==> src/rtl/rs_pkg.sv <==
// Shared types and constants for the reservation-station issue scheduler.
// Also holds the CDB tag-match helper used by wakeup and the dispatch bypass.
package rs_pkg;

    localparam int unsigned RS_N     = 16;
    localparam int unsigned TAG_W    = 6;
    localparam int unsigned RS_IDX_W = $clog2(RS_N);

    typedef enum logic {ISS_IDLE, ISS_HOLD} iss_state_e;

    typedef struct packed {
        logic             valid;
        logic             held;
        logic [TAG_W-1:0] src1_tag;
        logic [TAG_W-1:0] src2_tag;
        logic             src1_rdy;
        logic             src2_rdy;
        logic [TAG_W-1:0] dest_tag;
    } rs_entry_t;

    function automatic logic tag_hit(input logic [TAG_W-1:0]   tag,
                                     input logic [1:0]         en,
                                     input logic [2*TAG_W-1:0] tags);
        return (en[0] && (tags[TAG_W-1:0] == tag)) ||
               (en[1] && (tags[2*TAG_W-1:TAG_W] == tag));
    endfunction

endpackage

==> src/rtl/rs_pick2.sv <==
// Combinational picker: lowest and highest set bit of a mask, plus a flag
// telling whether those two are different entries.
module rs_pick2
    import rs_pkg::*;
#(
    parameter int unsigned N     = RS_N,
    parameter int unsigned IDX_W = $clog2(N)
) (
    input  logic [N-1:0]     mask,
    output logic [IDX_W-1:0] lo_idx,
    output logic             lo_valid,
    output logic [IDX_W-1:0] hi_idx,
    output logic             hi_valid,
    output logic             distinct
);

    always_comb begin
        lo_idx   = '0;
        hi_idx   = '0;
        lo_valid = |mask;
        hi_valid = |mask;
        for (int i = N - 1; i >= 0; i--) begin
            if (mask[i]) lo_idx = IDX_W'(i);
        end
        for (int i = 0; i < N; i++) begin
            if (mask[i]) hi_idx = IDX_W'(i);
        end
        distinct = lo_valid && (lo_idx != hi_idx);
    end

endmodule

==> src/rtl/rs_issue_sched.sv <==
// Issue scheduler for a 16-entry reservation station: dispatch allocation,
// two-lane CDB wakeup, and two issue ports picking lowest/highest eligible.
module rs_issue_sched
    import rs_pkg::*;
(
    input  logic                  clock,
    input  logic                  reset_n,
    input  logic                  disp_en,
    input  logic [TAG_W-1:0]      disp_src1_tag,
    input  logic [TAG_W-1:0]      disp_src2_tag,
    input  logic                  disp_src1_rdy,
    input  logic                  disp_src2_rdy,
    input  logic [TAG_W-1:0]      disp_dest_tag,
    output logic [RS_IDX_W-1:0]   disp_idx,
    output logic                  rs_full,
    input  logic [1:0]            cdb_en,
    input  logic [2*TAG_W-1:0]    cdb_tag,
    input  logic                  flush,
    output logic [1:0]            iss_valid,
    output logic [2*RS_IDX_W-1:0] iss_idx,
    output logic [2*TAG_W-1:0]    iss_dest_tag,
    input  logic [1:0]            fu_ready
);

    rs_entry_t           entry_q [RS_N];
    rs_entry_t           entry_d [RS_N];
    iss_state_e          state_q [2];
    logic [RS_IDX_W-1:0] iss_idx_q [2];
    logic [TAG_W-1:0]    iss_dest_q [2];

    logic [RS_N-1:0]     eligible;
    logic [RS_N-1:0]     free_mask;
    logic [RS_IDX_W-1:0] lo_idx;
    logic [RS_IDX_W-1:0] hi_idx;
    logic [RS_IDX_W-1:0] free_idx;
    logic                lo_valid;
    logic                hi_valid;
    logic                distinct;
    logic                free_valid;
    logic [RS_IDX_W-1:0] unused_free_hi_idx;
    logic                unused_free_hi_valid;
    logic                unused_free_distinct;

    logic [1:0]          port_open;
    logic [1:0]          iss_done;
    logic [1:0]          load;
    logic [RS_IDX_W-1:0] pick_idx [2];

    always_comb begin
        for (int i = 0; i < RS_N; i++) begin
            eligible[i]  = entry_q[i].valid & entry_q[i].src1_rdy & entry_q[i].src2_rdy &
                           ~entry_q[i].held;
            free_mask[i] = ~entry_q[i].valid;
        end
    end

    rs_pick2 #(
        .N     (RS_N),
        .IDX_W (RS_IDX_W)
    ) u_pick_elig (
        .mask     (eligible),
        .lo_idx   (lo_idx),
        .lo_valid (lo_valid),
        .hi_idx   (hi_idx),
        .hi_valid (hi_valid),
        .distinct (distinct)
    );

    rs_pick2 #(
        .N     (RS_N),
        .IDX_W (RS_IDX_W)
    ) u_pick_free (
        .mask     (free_mask),
        .lo_idx   (free_idx),
        .lo_valid (free_valid),
        .hi_idx   (unused_free_hi_idx),
        .hi_valid (unused_free_hi_valid),
        .distinct (unused_free_distinct)
    );

    assign disp_idx = free_idx;
    assign rs_full  = ~free_valid;

    // Port 1 only yields a lone candidate to port 0 when port 0 is also loading.
    always_comb begin
        for (int k = 0; k < 2; k++) begin
            iss_done[k]  = (state_q[k] == ISS_HOLD) && fu_ready[k];
            port_open[k] = (state_q[k] == ISS_IDLE) || fu_ready[k];
        end
        load[0]     = port_open[0] && lo_valid;
        load[1]     = port_open[1] && hi_valid && (distinct || !port_open[0]);
        pick_idx[0] = lo_idx;
        pick_idx[1] = hi_idx;
    end

    always_comb begin
        entry_d = entry_q;
        for (int i = 0; i < RS_N; i++) begin
            if (entry_q[i].valid) begin
                entry_d[i].src1_rdy = entry_q[i].src1_rdy |
                                      tag_hit(entry_q[i].src1_tag, cdb_en, cdb_tag);
                entry_d[i].src2_rdy = entry_q[i].src2_rdy |
                                      tag_hit(entry_q[i].src2_tag, cdb_en, cdb_tag);
            end
        end
        for (int k = 0; k < 2; k++) begin
            if (iss_done[k]) begin
                entry_d[iss_idx_q[k]].valid = 1'b0;
                entry_d[iss_idx_q[k]].held  = 1'b0;
            end
            if (load[k]) entry_d[pick_idx[k]].held = 1'b1;
        end
        // disp_idx comes from current state, so a just-freed slot is not reused here.
        if (disp_en && !rs_full) begin
            entry_d[disp_idx].valid    = 1'b1;
            entry_d[disp_idx].held     = 1'b0;
            entry_d[disp_idx].src1_tag = disp_src1_tag;
            entry_d[disp_idx].src2_tag = disp_src2_tag;
            entry_d[disp_idx].src1_rdy = disp_src1_rdy |
                                         tag_hit(disp_src1_tag, cdb_en, cdb_tag);
            entry_d[disp_idx].src2_rdy = disp_src2_rdy |
                                         tag_hit(disp_src2_tag, cdb_en, cdb_tag);
            entry_d[disp_idx].dest_tag = disp_dest_tag;
        end
        if (flush) begin
            for (int i = 0; i < RS_N; i++) begin
                entry_d[i].valid = 1'b0;
                entry_d[i].held  = 1'b0;
            end
        end
    end

    always_ff @(posedge clock) begin
        if (!reset_n) begin
            for (int i = 0; i < RS_N; i++) entry_q[i] <= '0;
            for (int k = 0; k < 2; k++) begin
                state_q[k]    <= ISS_IDLE;
                iss_idx_q[k]  <= '0;
                iss_dest_q[k] <= '0;
            end
        end else begin
            entry_q <= entry_d;
            for (int k = 0; k < 2; k++) begin
                if (flush) begin
                    state_q[k] <= ISS_IDLE;
                end else if (load[k]) begin
                    state_q[k]    <= ISS_HOLD;
                    iss_idx_q[k]  <= pick_idx[k];
                    iss_dest_q[k] <= entry_q[pick_idx[k]].dest_tag;
                end else if (iss_done[k]) begin
                    state_q[k] <= ISS_IDLE;
                end
            end
        end
    end

    always_comb begin
        for (int k = 0; k < 2; k++) begin
            iss_valid[k]                         = (state_q[k] == ISS_HOLD);
            iss_idx[k*RS_IDX_W +: RS_IDX_W]      = iss_idx_q[k];
            iss_dest_tag[k*TAG_W +: TAG_W]       = iss_dest_q[k];
        end
    end

endmodule

==> config.mk <==
export PLATFORM = sky130hd
export DESIGN_NAME = rs_issue_sched
export DESIGN_NICKNAME = d
export VERILOG_FILES = /design/src/rtl/rs_pkg.sv /design/src/rtl/rs_pick2.sv /design/src/rtl/rs_issue_sched.sv
export SDC_FILE = /design/constraint.sdc
export NUM_CORES = 1
export LEC_CHECK = 0
export ABC_CLOCK_PERIOD_IN_PS = 2800
export BUFFER_PORTS_ARGS = -buffer_cell sky130_fd_sc_hd__buf_2
export CAP_MARGIN = 40
export CORE_UTILIZATION = 63
export DETAILED_ROUTE_END_ITERATION = 12
export GPL_ROUTABILITY_DRIVEN = 1
export PLACE_DENSITY = 0.85
export SETUP_SLACK_MARGIN = 0.15
export SYNTH_ARGS = -nofsm -noshare
export SYNTH_HDL_FRONTEND = slang
export SYNTH_SLANG_ARGS = --single-unit
export TNS_END_PERCENT = 10
==> constraint.sdc <==
create_clock -name clock -period 2.8 [get_ports clock]
set_input_delay 0.28 -clock clock [delete_from_list [all_inputs] [get_ports clock]]
set_output_delay 0.28 -clock clock [all_outputs]
set_load 0.01 [all_outputs]
# Word-level counts from Yosys, hierarchy flattened
# Memory sizes are Yosys's and may differ from the RTL's.
# Index checks and enable logic that the tools add are counted.
dict set report word_totals {
  reg_bits 352
  ram_bits 22
  inputBits 40
  output_inout_bits 27
  word_cells 593
  mem_count 3
}
# name depth width rd rd_ports_with_merged_regs wr line_no
set mem_list {}
lappend mem_list {iss_dest_q 2 6 2 0 2 rs_issue_sched.sv:29} ;# logic [TAG_W-1:0] iss_dest_q [2];
lappend mem_list {iss_idx_q 2 4 2 0 2 rs_issue_sched.sv:28} ;# logic [RS_IDX_W-1:0] iss_idx_q [2];
lappend mem_list {state_q 2 1 2 0 2 rs_issue_sched.sv:27} ;# iss_state_e state_q [2];
dict set report op_classes {
  magnitude_cmp 10
  eq_ne 69
  n_mux 145
  n_bitwise 133
  reduce_logical 121
}
# op count
set op_table {}
lappend op_table {{bitwise mux 352 bit} 13}
lappend op_table {{2-to-1 mux 352 bit} 5}
lappend op_table {{demux 22 bit (select 4 bit)} 13}
lappend op_table {{== test 6 bit} 68}
lappend op_table {{binary-select mux 22 bit (select 4 bit)} 2}
lappend op_table {{2-to-1 mux 4 bit} 42}
lappend op_table {{2-to-1 mux 21 bit} 5}
lappend op_table {{logical AND 1 bit} 80}
lappend op_table {{2-to-1 mux 22 bit} 3}
lappend op_table {{AND 1 bit} 48}
lappend op_table {{bitwise OR 1 bit} 44}
lappend op_table {{2-to-1 mux 6 bit} 7}
lappend op_table {{logical OR 1 bit} 37}
lappend op_table {{2-to-1 mux 2 bit} 18}
lappend op_table {{inverter 1 bit} 36}
lappend op_table {{OR reduction 16 bit} 2}
lappend op_table {{2-to-1 mux 1 bit} 29}
lappend op_table {{greater-or-equal comparator 5 bit (second input constant)} 5}
lappend op_table {{less-than comparator 5 x 1 -> 1 bit (second input constant)} 5}
lappend op_table {{inverter 4 -> 5 bit} 5}
lappend op_table {{2-to-1 mux 20 bit} 1}
lappend op_table {{2-to-1 mux 14 bit} 1}
lappend op_table {{2-to-1 mux 3 bit} 4}
lappend op_table {{2-to-1 mux 8 bit} 1}
lappend op_table {{other kinds (4)} 4}

# Longest topological paths before layout
dict set report depth {
  ltp_word 39
  mapped_depth 11
  depth_no_buf 8
}

# By module
# From an unflattened synthesis, not the netlist that was laid out.
dict set report hier_totals {
  hier_cells 2579
  area_unflattened_um2 21848.5
}
# mod instances cells_each area_each_um2 seq_area_each_um2
set modules_own_cells {}
lappend modules_own_cells {rs_issue_sched 1 2455 21165.3 7707.4}
lappend modules_own_cells {rs_pick2 2 62 341.6 0.0}

# Least setup slack after synthesis
# OpenSTA, ideal clock, no wires.
dict set report synth_path {
  path_type {register to register}
  from {reg entry_q[175] (netlist bit)}
  to {mem iss_dest_q[1][4], in the netlist iss_dest_q[0][10] (data pin)}
  setup_ns 0.261
  t_arrival_ns 2.323
  required_ns 2.539
  setup_slack_ns 0.216
  stages_incl_launch_ff 10
  path_buffers 1
  synth_period_minus_slack_ns 2.584
  cell_sequence {dfxtp_1 > and4b_2 > a21oi_1 > o21ai_0 > o21ai_2 > a21oi_2 > buf_4 > mux2i_1 > nand2_1 > a311o_1}
}
# element line_no
set synth_rtl {}
lappend synth_rtl {{from (decl)} rs_issue_sched.sv:25} ;# rs_entry_t entry_q [RS_N];
lappend synth_rtl {{from (signal assigned)} rs_issue_sched.sv:142} ;# entry_q <= entry_d;
lappend synth_rtl {{to (decl)} rs_issue_sched.sv:29}

==> flow_summary.toml <==
[grt]
antenna_found_initial = 2
grt_max_degree = 324
grt_pass1_wl_um = 123300
grt.total_usage_pct = 44.06
gr-total-overflow = 0
grt_pass1_vias = 21339

[synthesis]
synth_warnings = 0
ys_seq_elements = 374
async_flop_share_pct = 0
yosysUniqueCellTypes = 73
synth_edf_count = 22
synth.area.top_cells = "dfxtp_1 (31%), xnor2_1 (9.6%), a21boi_0 (7.8%), nand2_1 (7.4%), xor2_1 (6.3%)"
synth-main-ff-cell = "dfxtp_1"
synth_seq_area_share_pct = 34.34
synth_top_area_share_pct = 31.40
avgSynthCellArea_um2 = 8.140
synth_cells = 2757
synth_area_mm2 = 0.02244
synth_nets = 2797
yosysTopAreaCell = "dfxtp_1"

[finish]
fill_cells = 2578
fin_util_pct = 73.74
fin_area_mm2 = 0.02566
fin_nets = 2840
drive_above_1_share_pct = 14.28
syn2layout_area_growth_pct = 14.34

[detailed_routing]
post_drt_wl_per_cell_um = 24.72
detail-route-antenna-nets = 0
drc = 0
vias = 22208
drt_wl_total_um = 81230
firstDrtPassIters = 8
post_drt_via_cell_ratio = 6.758
drtIter0Drc = 2938

[floorplanning]
boundaryPins = 67
core_area_mm2 = 0.03480
die_x_um = 190.7
start_util_pct = 64.49
die_y_um = 190.7
dieArea_mm2 = 0.03638
num_rows = 68

[run_status]
status = "complete, but fails checks"
failed_checks = "max-slew violations"

[timing]
worst_slew_pin_slew_ps = 1587
tns_ps = 0
setup_viol = 0
layout_setup_ws_ps = 90.29
drv_slew = 120
min_period_ps = 2710
period_share_pct = 96.78
max_freq_mhz = 369.0
rsz0062_at_grt = "yes"
relSlewSlack_pct = -5.769
finalHoldViolCount = 0
worst_clock_skew_ps = 18.45

[setup_path]
crit_type = "flop to flop"
cpMostUsedCell = "buf_6"
path_max_fanout = 6
critPathLaunchType = "flop"
end_kind = "flop"
cp_cell_sequence = "and4b_4 -> buf_6 -> or4_4 -> a311oi_4 -> or2_4 -> o2111ai_4 -> nand2b_1 -> nand2_2 -> buf_6"
crit_required_ps = 3130
cp_top_family = "simple AND/OR/NAND/NOR gates"
cp.depth = 9
reg2reg_depth = 9
cp_slowest_cell = "or4_4"
arrival_ps = 3040
cp_num_buf_inv = 2
critPathMaxStageDelay_ps = 520

[cts]
clk_pin_slew_ps = 60
clock-sinks = 374
htreeDepth = 2
clk_path_buf_depth = 3
cts-root-buf = "clkbuf_16"
cts_inserted_buffers = 41
clk-insertion-delay-late_ps = 580
cts_tree = "done"

[power]
ir_worst_vdd_v = 0.0007059
p_leak_nw = 9.424
powerDensity_mw_per_mm2 = 479.3
fin_total_pwr_w = 0.01230

[placement]
hpwl_um = 55070
port_buffers = 66
dpl-instance-area_mm2 = 0.02393
dp_slack_ps = 72.80
place_congestion = 1.029

[worst_hold_path]
hold_class = "primary input to flop"
holdPathStages = 3

[flow_run]
drv_cap = 0
[layout make-up]
cell class                 count  area (um2)  share of cell area [%]
multi-input combinational   2117       13810                   53.83
tap                          455       569.3                   2.219
clock inverter                 8       152.6                  0.5949
antenna                        2       5.005                 0.01950
sequential                   374        7717                   30.07
inverter                       8       30.03                  0.1170
timing repair buffer         258        2118                   8.255
clock buffer                  64        1256                   4.895
[sequential cells by signal (all words and copies together), names as in the netlist]
name,count
entry_q,352
iss_dest_q,12
iss_idx_q,8
state_q,2
[where the power goes]
part	leakage (nW)	switching (W)	internal (W)
clock network	0.690	0.00228	0.00345
logic	5.66	0.000708	0.000405
registers	3.07	0.0000469	0.00541
total	9.42	0.00304	0.00926
[per-layer routing]
layer	global-route usage [%]	vias to the layer above	share of wire (%)
met5	0	-	0
met4	21.66	0	5.2
met3	12.16	378	13
met2	65.69	1560	43
met1	58.27	10569	39
li1	-	9701	-
[final timing paths]
check / startpoint / to / slack (ps)
hold / removal: disp_src1_tag[2] / entry_q[170] / 110
setup reg to reg: entry_q[240] / iss_dest_q[0][6] / 90
hold reg to reg: entry_q[269] / entry_q[269] / 490
setup / recovery: entry_q[240] / iss_dest_q[0][6] / 90
[cell usage in the layout (no fill, tap or decap), types with 12 or more instances in the layout]
| cell | n |
|---|---|
| nand2_1 | 439 |
| dfxtp_1 | 344 |
| xnor2_1 | 246 |
| a21boi_0 | 234 |
| nand3_1 | 209 |
| o21ai_0 | 190 |
| xor2_1 | 162 |
| buf_4 | 162 |
| nand4_1 | 79 |
| a21oi_1 | 69 |
| buf_2 | 65 |
| nor2_1 | 55 |
| mux2i_1 | 55 |
| clkbuf_16 | 46 |
| nor2b_1 | 45 |
| nor4_1 | 39 |
| o211a_1 | 28 |
| a21boi_1 | 23 |
| edfxtp_1 | 22 |
| buf_12 | 21 |
| o22ai_1 | 18 |
| nand4b_1 | 15 |
| mux2_2 | 14 |
| or4_1 | 14 |
| nand3b_1 | 12 |
| clkbuf_1 | 12 |
[worst reg2reg max path, stage by stage (launching register included)]
cell and delay, ps:
dfxtp_2 340, and4b_4 220, buf_6 130, or4_4 520
a311oi_4 320, or2_4 310, o2111ai_4 170, nand2b_1 150
nand2_2 90, buf_6 210
[synth_stat cells (11+ instances only)]
library cell / instances
xnor2_1: 246
o211a_1: 28
nor3_1: 13
a22o_1: 11
clkbuf_1: 180
a21boi_1: 23
nand4_1: 79
buf_2: 45
a21oi_1: 72
nand4b_1: 15
buf_1: 21
mux2_2: 14
nor4_1: 39
o21ai_0: 191
nand2_1: 441
nor2_1: 55
edfxtp_1: 22
nor2b_1: 45
a21boi_0: 234
xor2_1: 162
nand3_1: 210
o22ai_1: 19
nand3b_1: 12
dfxtp_1: 352
mux2i_1: 55
a32oi_1: 12
or4_1: 15
[logic make-up (layout without fill, tap and decap cells)]
logic type | after synthesis | after routing | synth area share [%]
AND/OR/NAND/NOR | 971 | 972 | 21.12
adder cells (fa/ha/maj) | 1 | 1 | 0.04460
flip-flops | 374 | 374 | 34.34
multiplexers | 73 | 73 | 3.356
AO/OA/AOI/OAI | 663 | 663 | 20.22
buffers and inverters | 267 | 338 | 5.001
other | 0 | 2 | 0
XOR/XNOR | 408 | 408 | 15.92
[what timing repair did]
item / in CTS / in global routing
setup endpoints to repair: 32 / 103
cloned: 2 / 2
hold buffers: 0 / 0
resized for setup: 7 / 35
buffers inserted: 4 / 9
pin swaps: 7 / 26
[stage by stage]
step | cells | hold WS [ps]
after detailed placement | 3195 | 482.4
after floorplan | 2757 | 426.6
final | 3286 | 114.2
after global routing | 3285 | 106.7
after global placement | 3195 | 471.9
after CTS | 3273 | 86.35
(Power assumes the default switching activity.)
